## src/rtl/fourier_transform_pkg.sv

```systemverilog
// fourier_transform_pkg: shared constants, FSM state type and Q1.15 twiddle
// tables for the 16-point sequential DFT.
package fourier_transform_pkg;

    localparam int FFT_LENGTH = 16;
    localparam int LOG2_N     = 4;
    localparam int ACC_W      = 36;                 // MAC accumulator width
    localparam int TW_W       = 16;                 // Q1.15 twiddle width
    localparam int OUT_SHIFT  = 15 + LOG2_N;        // Q-format + 1/N scaling

    typedef enum logic [1:0] {
        COLLECT = 2'd0,
        COMPUTE = 2'd1,
        EMIT    = 2'd2
    } state_t;

    // cos(2*pi*m/16) and sin(2*pi*m/16) in Q1.15, rounded to nearest.
    // +1.0 is not representable and saturates to 32767; -1.0 is exact.
    localparam logic signed [TW_W-1:0] COS_TAB [0:15] = '{
        16'sh7FFF, 16'sh7642, 16'sh5A82, 16'sh30FC,
        16'sh0000, 16'shCF04, 16'shA57E, 16'sh89BE,
        16'sh8000, 16'sh89BE, 16'shA57E, 16'shCF04,
        16'sh0000, 16'sh30FC, 16'sh5A82, 16'sh7642
    };

    localparam logic signed [TW_W-1:0] SIN_TAB [0:15] = '{
        16'sh0000, 16'sh30FC, 16'sh5A82, 16'sh7642,
        16'sh7FFF, 16'sh7642, 16'sh5A82, 16'sh30FC,
        16'sh0000, 16'shCF04, 16'shA57E, 16'sh89BE,
        16'sh8000, 16'sh89BE, 16'shA57E, 16'shCF04
    };

endpackage

```

## src/rtl/fourier_transform_dft_cmac.sv

```systemverilog
// dft_cmac: real sample times complex twiddle, product registered once, then
// accumulated. 'first' marks the first term of a bin: the accumulator loads
// the product instead of adding, which clears it per bin without a bubble.
//   aclk, aresetn   clock, async active-low reset
//   in_vld, first   operand valid / first term of a bin
//   x, c, s         sample and cos/sin twiddle
//   acc_re, acc_im  re += x*c, im -= x*s
module dft_cmac
    import fourier_transform_pkg::*;
#(
    parameter int DATA_W = 16
) (
    input  logic                     aclk,
    input  logic                     aresetn,
    input  logic                     in_vld,
    input  logic                     first,
    input  logic signed [DATA_W-1:0] x,
    input  logic signed [TW_W-1:0]   c,
    input  logic signed [TW_W-1:0]   s,
    output logic signed [ACC_W-1:0]  acc_re,
    output logic signed [ACC_W-1:0]  acc_im
);

    localparam int PROD_W = DATA_W + TW_W;

    logic signed [PROD_W-1:0] prod_re, prod_im;
    logic                     vld_q, first_q;
    logic signed [ACC_W-1:0]  ext_re, ext_im;

    assign ext_re = {{(ACC_W-PROD_W){prod_re[PROD_W-1]}}, prod_re};
    assign ext_im = {{(ACC_W-PROD_W){prod_im[PROD_W-1]}}, prod_im};

    always_ff @(posedge aclk or negedge aresetn) begin
        if (!aresetn) begin
            prod_re <= '0;
            prod_im <= '0;
            vld_q   <= 1'b0;
            first_q <= 1'b0;
            acc_re  <= '0;
            acc_im  <= '0;
        end else begin
            vld_q   <= in_vld;
            first_q <= first;
            if (in_vld) begin
                prod_re <= x * c;
                prod_im <= x * s;
            end
            if (vld_q) begin
                acc_re <= first_q ? ext_re : acc_re + ext_re;
                acc_im <= first_q ? -ext_im : acc_im - ext_im;
            end
        end
    end

endmodule

```

## src/rtl/fourier_transform.sv

```systemverilog
// fourier_transform: 16-point DFT over a stream of real samples.
// Collects a frame, runs 256 sequential complex MACs, then streams the 16
// bins out with AXI-Stream handshaking.
//   aclk, aresetn          clock, async active-low reset
//   S_AXIS_filter_*        input samples (no backpressure)
//   M_AXIS_fft_*           output bins {imag, real}, tlast on bin 15
module fourier_transform
    import fourier_transform_pkg::*;
#(
    parameter int AXIS_TDATA_WIDTH = 16,
    parameter int FFT_LENGTH       = 16
) (
    input  logic                          aclk,
    input  logic                          aresetn,
    input  logic [AXIS_TDATA_WIDTH-1:0]   S_AXIS_filter_tdata,
    input  logic                          S_AXIS_filter_tvalid,
    output logic [2*AXIS_TDATA_WIDTH-1:0] M_AXIS_fft_tdata,
    output logic                          M_AXIS_fft_tvalid,
    output logic                          M_AXIS_fft_tlast,
    input  logic                          M_AXIS_fft_tready
);

    localparam int W  = AXIS_TDATA_WIDTH;
    localparam int IW = $clog2(FFT_LENGTH);
    localparam logic [IW-1:0] LAST_IDX = IW'(FFT_LENGTH - 1);

    state_t  state, state_nxt;
    logic [IW-1:0] cnt, k, n, ob;
    logic          mac_busy;               // issuing MAC operands
    logic [2:0]    vld_pipe;               // [0] issue, [1] product, [2] acc
    logic [2:1]    last_pipe;
    logic [2:1][IW-1:0] bin_pipe;
    logic          bin_wr;

    logic signed [W-1:0]     x_mem   [FFT_LENGTH];
    logic        [2*W-1:0]   res_mem [FFT_LENGTH];
    logic        [2*IW-1:0]  kn;
    logic signed [ACC_W-1:0] acc_re, acc_im;
    logic                    unused_bits;

    assign kn          = k * n;
    assign vld_pipe[0] = (state == COMPUTE) && mac_busy;
    assign bin_wr      = vld_pipe[2] && last_pipe[2];

    dft_cmac #(.DATA_W(W)) u_cmac (
        .aclk    (aclk),
        .aresetn (aresetn),
        .in_vld  (vld_pipe[0]),
        .first   (n == '0),
        .x       (x_mem[n]),
        .c       (COS_TAB[kn[IW-1:0]]),
        .s       (SIN_TAB[kn[IW-1:0]]),
        .acc_re  (acc_re),
        .acc_im  (acc_im)
    );

    // acc >>> OUT_SHIFT keeping the low W bits is just a bit slice.
    assign unused_bits = ^{acc_re[ACC_W-1], acc_re[OUT_SHIFT-1:0],
                           acc_im[ACC_W-1], acc_im[OUT_SHIFT-1:0], kn[2*IW-1:IW]};

    always_ff @(posedge aclk or negedge aresetn) begin
        if (!aresetn) state <= COLLECT;
        else          state <= state_nxt;
    end

    always_comb begin
        state_nxt = state;
        case (state)
            COLLECT: if (S_AXIS_filter_tvalid && cnt == LAST_IDX) state_nxt = COMPUTE;
            COMPUTE: if (bin_wr && bin_pipe[2] == LAST_IDX)     state_nxt = EMIT;
            EMIT:    if (M_AXIS_fft_tvalid && M_AXIS_fft_tready && ob == LAST_IDX)
                         state_nxt = COLLECT;
            default: state_nxt = COLLECT;
        endcase
    end

    // Buffers carry no reset.
    always_ff @(posedge aclk) begin
        if (state == COLLECT && S_AXIS_filter_tvalid) x_mem[cnt] <= S_AXIS_filter_tdata;
        if (bin_wr) res_mem[bin_pipe[2]] <= {acc_im[OUT_SHIFT +: W], acc_re[OUT_SHIFT +: W]};
    end

    always_ff @(posedge aclk or negedge aresetn) begin
        if (!aresetn) begin
            cnt               <= '0;
            k                 <= '0;
            n                 <= '0;
            ob                <= '0;
            mac_busy          <= 1'b0;
            vld_pipe[2:1]     <= '0;
            last_pipe         <= '0;
            bin_pipe          <= '0;
            M_AXIS_fft_tvalid <= 1'b0;
            M_AXIS_fft_tlast  <= 1'b0;
            M_AXIS_fft_tdata  <= '0;
        end else begin
            vld_pipe[2:1] <= vld_pipe[1:0];
            last_pipe     <= {last_pipe[1], n == LAST_IDX};
            bin_pipe      <= {bin_pipe[1], k};
            case (state)
                COLLECT: begin
                    if (S_AXIS_filter_tvalid) begin
                        cnt <= cnt + 1'b1;
                        if (cnt == LAST_IDX) begin
                            mac_busy <= 1'b1;
                            k        <= '0;
                            n        <= '0;
                        end
                    end
                end
                COMPUTE: begin
                    if (mac_busy) begin
                        n <= n + 1'b1;
                        if (n == LAST_IDX) begin
                            k <= k + 1'b1;
                            if (k == LAST_IDX) mac_busy <= 1'b0;
                        end
                    end
                    // Bin 15 lands in res_mem on this same edge; bin 0 was
                    // written long ago, so it can be presented right away.
                    if (state_nxt == EMIT) begin
                        M_AXIS_fft_tvalid <= 1'b1;
                        M_AXIS_fft_tlast  <= 1'b0;
                        M_AXIS_fft_tdata  <= res_mem[0];
                        ob                <= '0;
                    end
                end
                EMIT: begin
                    if (M_AXIS_fft_tvalid && M_AXIS_fft_tready) begin
                        if (ob == LAST_IDX) begin
                            M_AXIS_fft_tvalid <= 1'b0;
                            M_AXIS_fft_tlast  <= 1'b0;
                            cnt               <= '0;
                        end else begin
                            ob               <= ob + 1'b1;
                            M_AXIS_fft_tdata <= res_mem[ob + 1'b1];
                            M_AXIS_fft_tlast <= (ob == LAST_IDX - 1'b1);
                        end
                    end
                end
                default: ;
            endcase
        end
    end

endmodule

```

## config.mk

```make
export PLATFORM = sky130hd
export DESIGN_NAME = fourier_transform
export DESIGN_NICKNAME = d
export VERILOG_FILES = /design/src/rtl/fourier_transform_pkg.sv /design/src/rtl/fourier_transform_dft_cmac.sv /design/src/rtl/fourier_transform.sv
export SDC_FILE = /design/constraint.sdc
export NUM_CORES = 2
export LEC_CHECK = 0
export CAP_MARGIN = 20
export CORE_ASPECT_RATIO = 0.75
export CORE_MARGIN = 1
export CORE_UTILIZATION = 65
export DETAILED_ROUTE_END_ITERATION = 10
export PLACE_DENSITY = 0.81
export REMOVE_ABC_BUFFERS = 1
export SYNTH_ARGS = -nofsm -noshare
export SYNTH_HDL_FRONTEND = slang
export SYNTH_SLANG_ARGS = --single-unit
export TNS_END_PERCENT = 100
```

## constraint.sdc

```tcl
create_clock -name aclk -period 10.8 [get_ports aclk]
set_input_delay 2.16 -clock aclk [delete_from_list [all_inputs] [get_ports aclk]]
set_output_delay 2.16 -clock aclk [all_outputs]
set_load 0.01 [all_outputs]
```

==> flow_metrics.tcl <==
set metrics [dict create \
    outcome "finished, final reports clean" \
    post_synth_num_cell_types 84 \
    synth_ff_type "edfxtp_1" \
    drt_iter0_drc 4490 \
    cts_tree "done" \
    numPortBuffers 53 \
    path_clk_slew_ns 0.07 \
    critical_path_buf_inv_count 4 \
    ctsResizeCount 0 \
    endpoint "u_cmac.prod_re[25]" \
    grt_pass1_vias 40100 \
    hpwl_mm 101 \
    syn-cell-area_mm2 0.0607 \
    yosys_warnings 0 \
    timing.final.crit_share_pct 89.5 \
    min_path_type "reg2reg" \
    route.detailed.drc 0 \
    nets 5678 \
    synth_edf_count 768 \
    grt_pass1_wl_mm 238 \
    reg2reg_setup_slack_ns 1.13 \
    tightest_slew_ns 1.19 \
    ir_worst_vdd_v 0.000187 \
    path_class "reg2reg" \
    clock_skew_ns 0.0534 \
    post_route_cells_drive_above_1_share_pct 10.3 \
    reg2reg_from "n[1]" \
    leakage_nw 26.2 \
    crit_family "adder cells" \
    crit_path_start_kind "flip-flop" \
    clkSinkCount 968 \
    vias 39300 \
    ctsLongestPathBuffers 3 \
    root_buffer "clkbuf_16" \
    gp_congestion 0.996 \
    fp.dieH_um 267 \
    r2r_end "u_cmac.prod_re[25]" \
    start_util_pct 66.0 \
    crit_start "n[1]" \
    synthArstFlopShare_pct 20.7 \
    postLayoutCoreUtil_pct 71.7 \
    die-width_um 355 \
    whs_ns 0.350 \
    totalWireLength_mm 154 \
    grt_antenna_before_repair 3 \
    rsz0062_at_grt "no" \
    fin_crit_ns 9.67 \
    fin_ws_ns 1.13 \
    drtAntennaViolNets 0 \
    maxCapViolations 0 \
    die_area_mm2 0.0946 \
    critPathMaxStageDelay_ns 0.77 \
    slowest_stage "o221ai_1" \
    crit_required_ns 11.34 \
    via_per_inst 6.36 \
    synthToLayoutAreaGrowth_pct 8.59 \
    crit_top_cell "fa_1" \
    slew_headroom_pct 20.5 \
    path_max_fanout 21 \
    worstPathArrival_ns 10.21 \
    grt_overflow_total 0 \
    path_depth 31 \
    rows 96 \
    htree_levels 3 \
    yosysSeqAreaShare_pct 46.2 \
    cts_buffers 89 \
    insertion_delay_ns 0.70 \
    postSynthAreaPerCell_um2 12.6 \
    synth_cells 4837 \
    pin_count 54 \
    max_freq_mhz 103 \
    ys_ff_latch 968 \
    r2r_cells 31 \
    core_mm2 0.0920 \
    hold_viol 0 \
    cts_setup_buffers 0 \
    pre_cts_ws_ns 1.16 \
    final_max_slew_viol_count 0 \
    grt_max_degree 116 \
    wl_per_cell_um 24.9 \
    p_total_mw 7.27 \
    setup_viol 0 \
    endpoint_kind "flip-flop" \
    grtUsageTotal_pct 33.5 \
    firstDrtPassIters 6 \
    p_per_area_mw_per_mm2 110 \
    ctsHoldBuffers 0 \
]
worst register-to-register path, delay by kind of cell (launching register included):
kind	cells	cell delay, ns
compound gates	8	2.38
xor+xnor	4	1.04
buf+inv	4	0.51
flops	1	0.49
simple gates	5	0.89
fa+ha+maj	10	4.25
cells in the mapped netlist, types with 9 or more instances:
library cell | instances | area share [%]
or3_1 | 10 | 0.10
ha_1 | 259 | 5.3
xor2_1 | 57 | 0.82
a21oi_1 | 190 | 1.6
nand2_1 | 552 | 3.4
o31ai_1 | 13 | 0.16
mux4_2 | 201 | 7.5
a31oi_1 | 24 | 0.25
mux2i_1 | 51 | 0.84
a32oi_1 | 32 | 0.46
buf_2 | 20 | 0.16
and2_1 | 37 | 0.38
buf_1 | 33 | 0.20
inv_1 | 685 | 4.2
edfxtp_1 | 768 | 38
xnor2_1 | 103 | 1.5
nand3_1 | 34 | 0.28
and3_1 | 12 | 0.12
nand2b_1 | 32 | 0.33
o21ai_1 | 18 | 0.15
fa_1 | 520 | 17
nor3_1 | 32 | 0.26
mux2_2 | 18 | 0.33
o21ai_0 | 206 | 1.7
clkbuf_1 | 132 | 0.82
a21o_1 | 62 | 0.77
dfrtp_1 | 200 | 8.2
o21a_1 | 37 | 0.46
nor2b_1 | 24 | 0.25
a211oi_1 | 10 | 0.12
o21bai_1 | 10 | 0.12
nand3b_1 | 9 | 0.11
nor2_1 | 309 | 1.9
placed cells by master (no fill, tap or decap), drive strengths merged, types with 8 or more instances in the layout:
master | Yosys | routed
and3 | 12 | 12
o21ai | 224 | 224
o31a | 8 | 8
o21a | 37 | 37
a21oi | 190 | 190
nand3 | 34 | 34
o21bai | 10 | 10
nand4 | 8 | 8
fa | 520 | 520
mux2 | 18 | 18
inv | 685 | 690
nor2 | 310 | 310
nor3 | 34 | 34
o31ai | 14 | 14
nand3b | 9 | 9
a21o | 62 | 62
mux4 | 201 | 201
and4 | 8 | 8
buf | 54 | 85
clkinv | 2 | 41
xnor2 | 103 | 103
and2 | 38 | 38
a32oi | 32 | 32
a211oi | 12 | 12
clkdlybuf4s50 | 0 | 52
or3 | 10 | 10
nand2 | 553 | 553
a31oi | 24 | 24
nor2b | 24 | 24
ha | 259 | 259
nand2b | 32 | 32
nor4 | 8 | 8
clkbuf | 132 | 110
xor2 | 57 | 57
edfxtp | 768 | 768
mux2i | 51 | 51
dfrtp | 200 | 200
per-layer routing:
metal,GRT usage [%],vias to the layer above,wire length [um]
met1,48.2,19700,61200
met4,11.0,4,5100
met3,7.40,393,17200
met5,0,-,34
met2,51.6,2440,70200
li1,-,16700,-
final cells by class:
cell class              count  area, um^2
well taps                1225        1530
repair buffers            137        1190
inverters                 687        2580
multi-input cells        2996       29500
diodes                      1        2.50
clock buffers             110        2380
flip-flops and latches    968       28100
clock inverters            57         623
fillers                  5967       26100
through the flow:
step,area (um^2),std cells,TNS (ns)
after detailed placement,62900,6009,0
after floorplan,60000,4651,-2.25
after global routing,65900,6181,0
after CTS,65900,6176,0
after global placement,62900,6008,0
final,65900,6181,0
cells by family after synthesis:
| logic type | count (synthesis) | synth area share [%] |
|---|---|---|
| compound gates | 689 | 7.09 |
| mux | 270 | 8.63 |
| simple gates | 1098 | 7.81 |
| flops | 968 | 46.2 |
| xor+xnor | 160 | 2.31 |
| fa+ha+maj | 779 | 22.5 |
| buf+inv | 873 | 5.44 |
power by group:
part	switching [mW]	leakage (nW)	total [mW]	internal, mW
sequential	0	8.60	3.99	3.99
combinational	0.0296	16.1	0.0366	0.00702
clock	1.47	1.45	3.24	1.76
worst min-delay path by stage:
stage / from / to / slack [ns] / cells past startpoint
after global routing: bin_pipe[3] / bin_pipe[7] / 0.37 / 0
after CTS: bin_pipe[3] / bin_pipe[7] / 0.35 / 0
after global placement: last_pipe[1] / last_pipe[2] / 0.33 / 0
final: bin_pipe[3] / bin_pipe[7] / 0.35 / 0
after floorplan: bin_pipe[0] / bin_pipe[4] / 0.33 / 0
after detailed placement: bin_pipe[3] / bin_pipe[7] / 0.34 / 0
flip-flops by register name, summed over array words and instances, names as in the netlist:
name               cells
last_pipe              2
M_AXIS_fft_tvalid      1
vld_pipe               2
state                  2
bin_pipe               8
x_mem                256
M_AXIS_fft_tlast       1
u_cmac.prod_im        32
M_AXIS_fft_tdata      32
mac_busy               1
u_cmac.first_q         1
res_mem              512
u_cmac.prod_re        32
n                      4
u_cmac.acc_im         35
u_cmac.acc_re         35
k                      4
ob                     4
cnt                    4
Power figures use the tool's default switching activity.
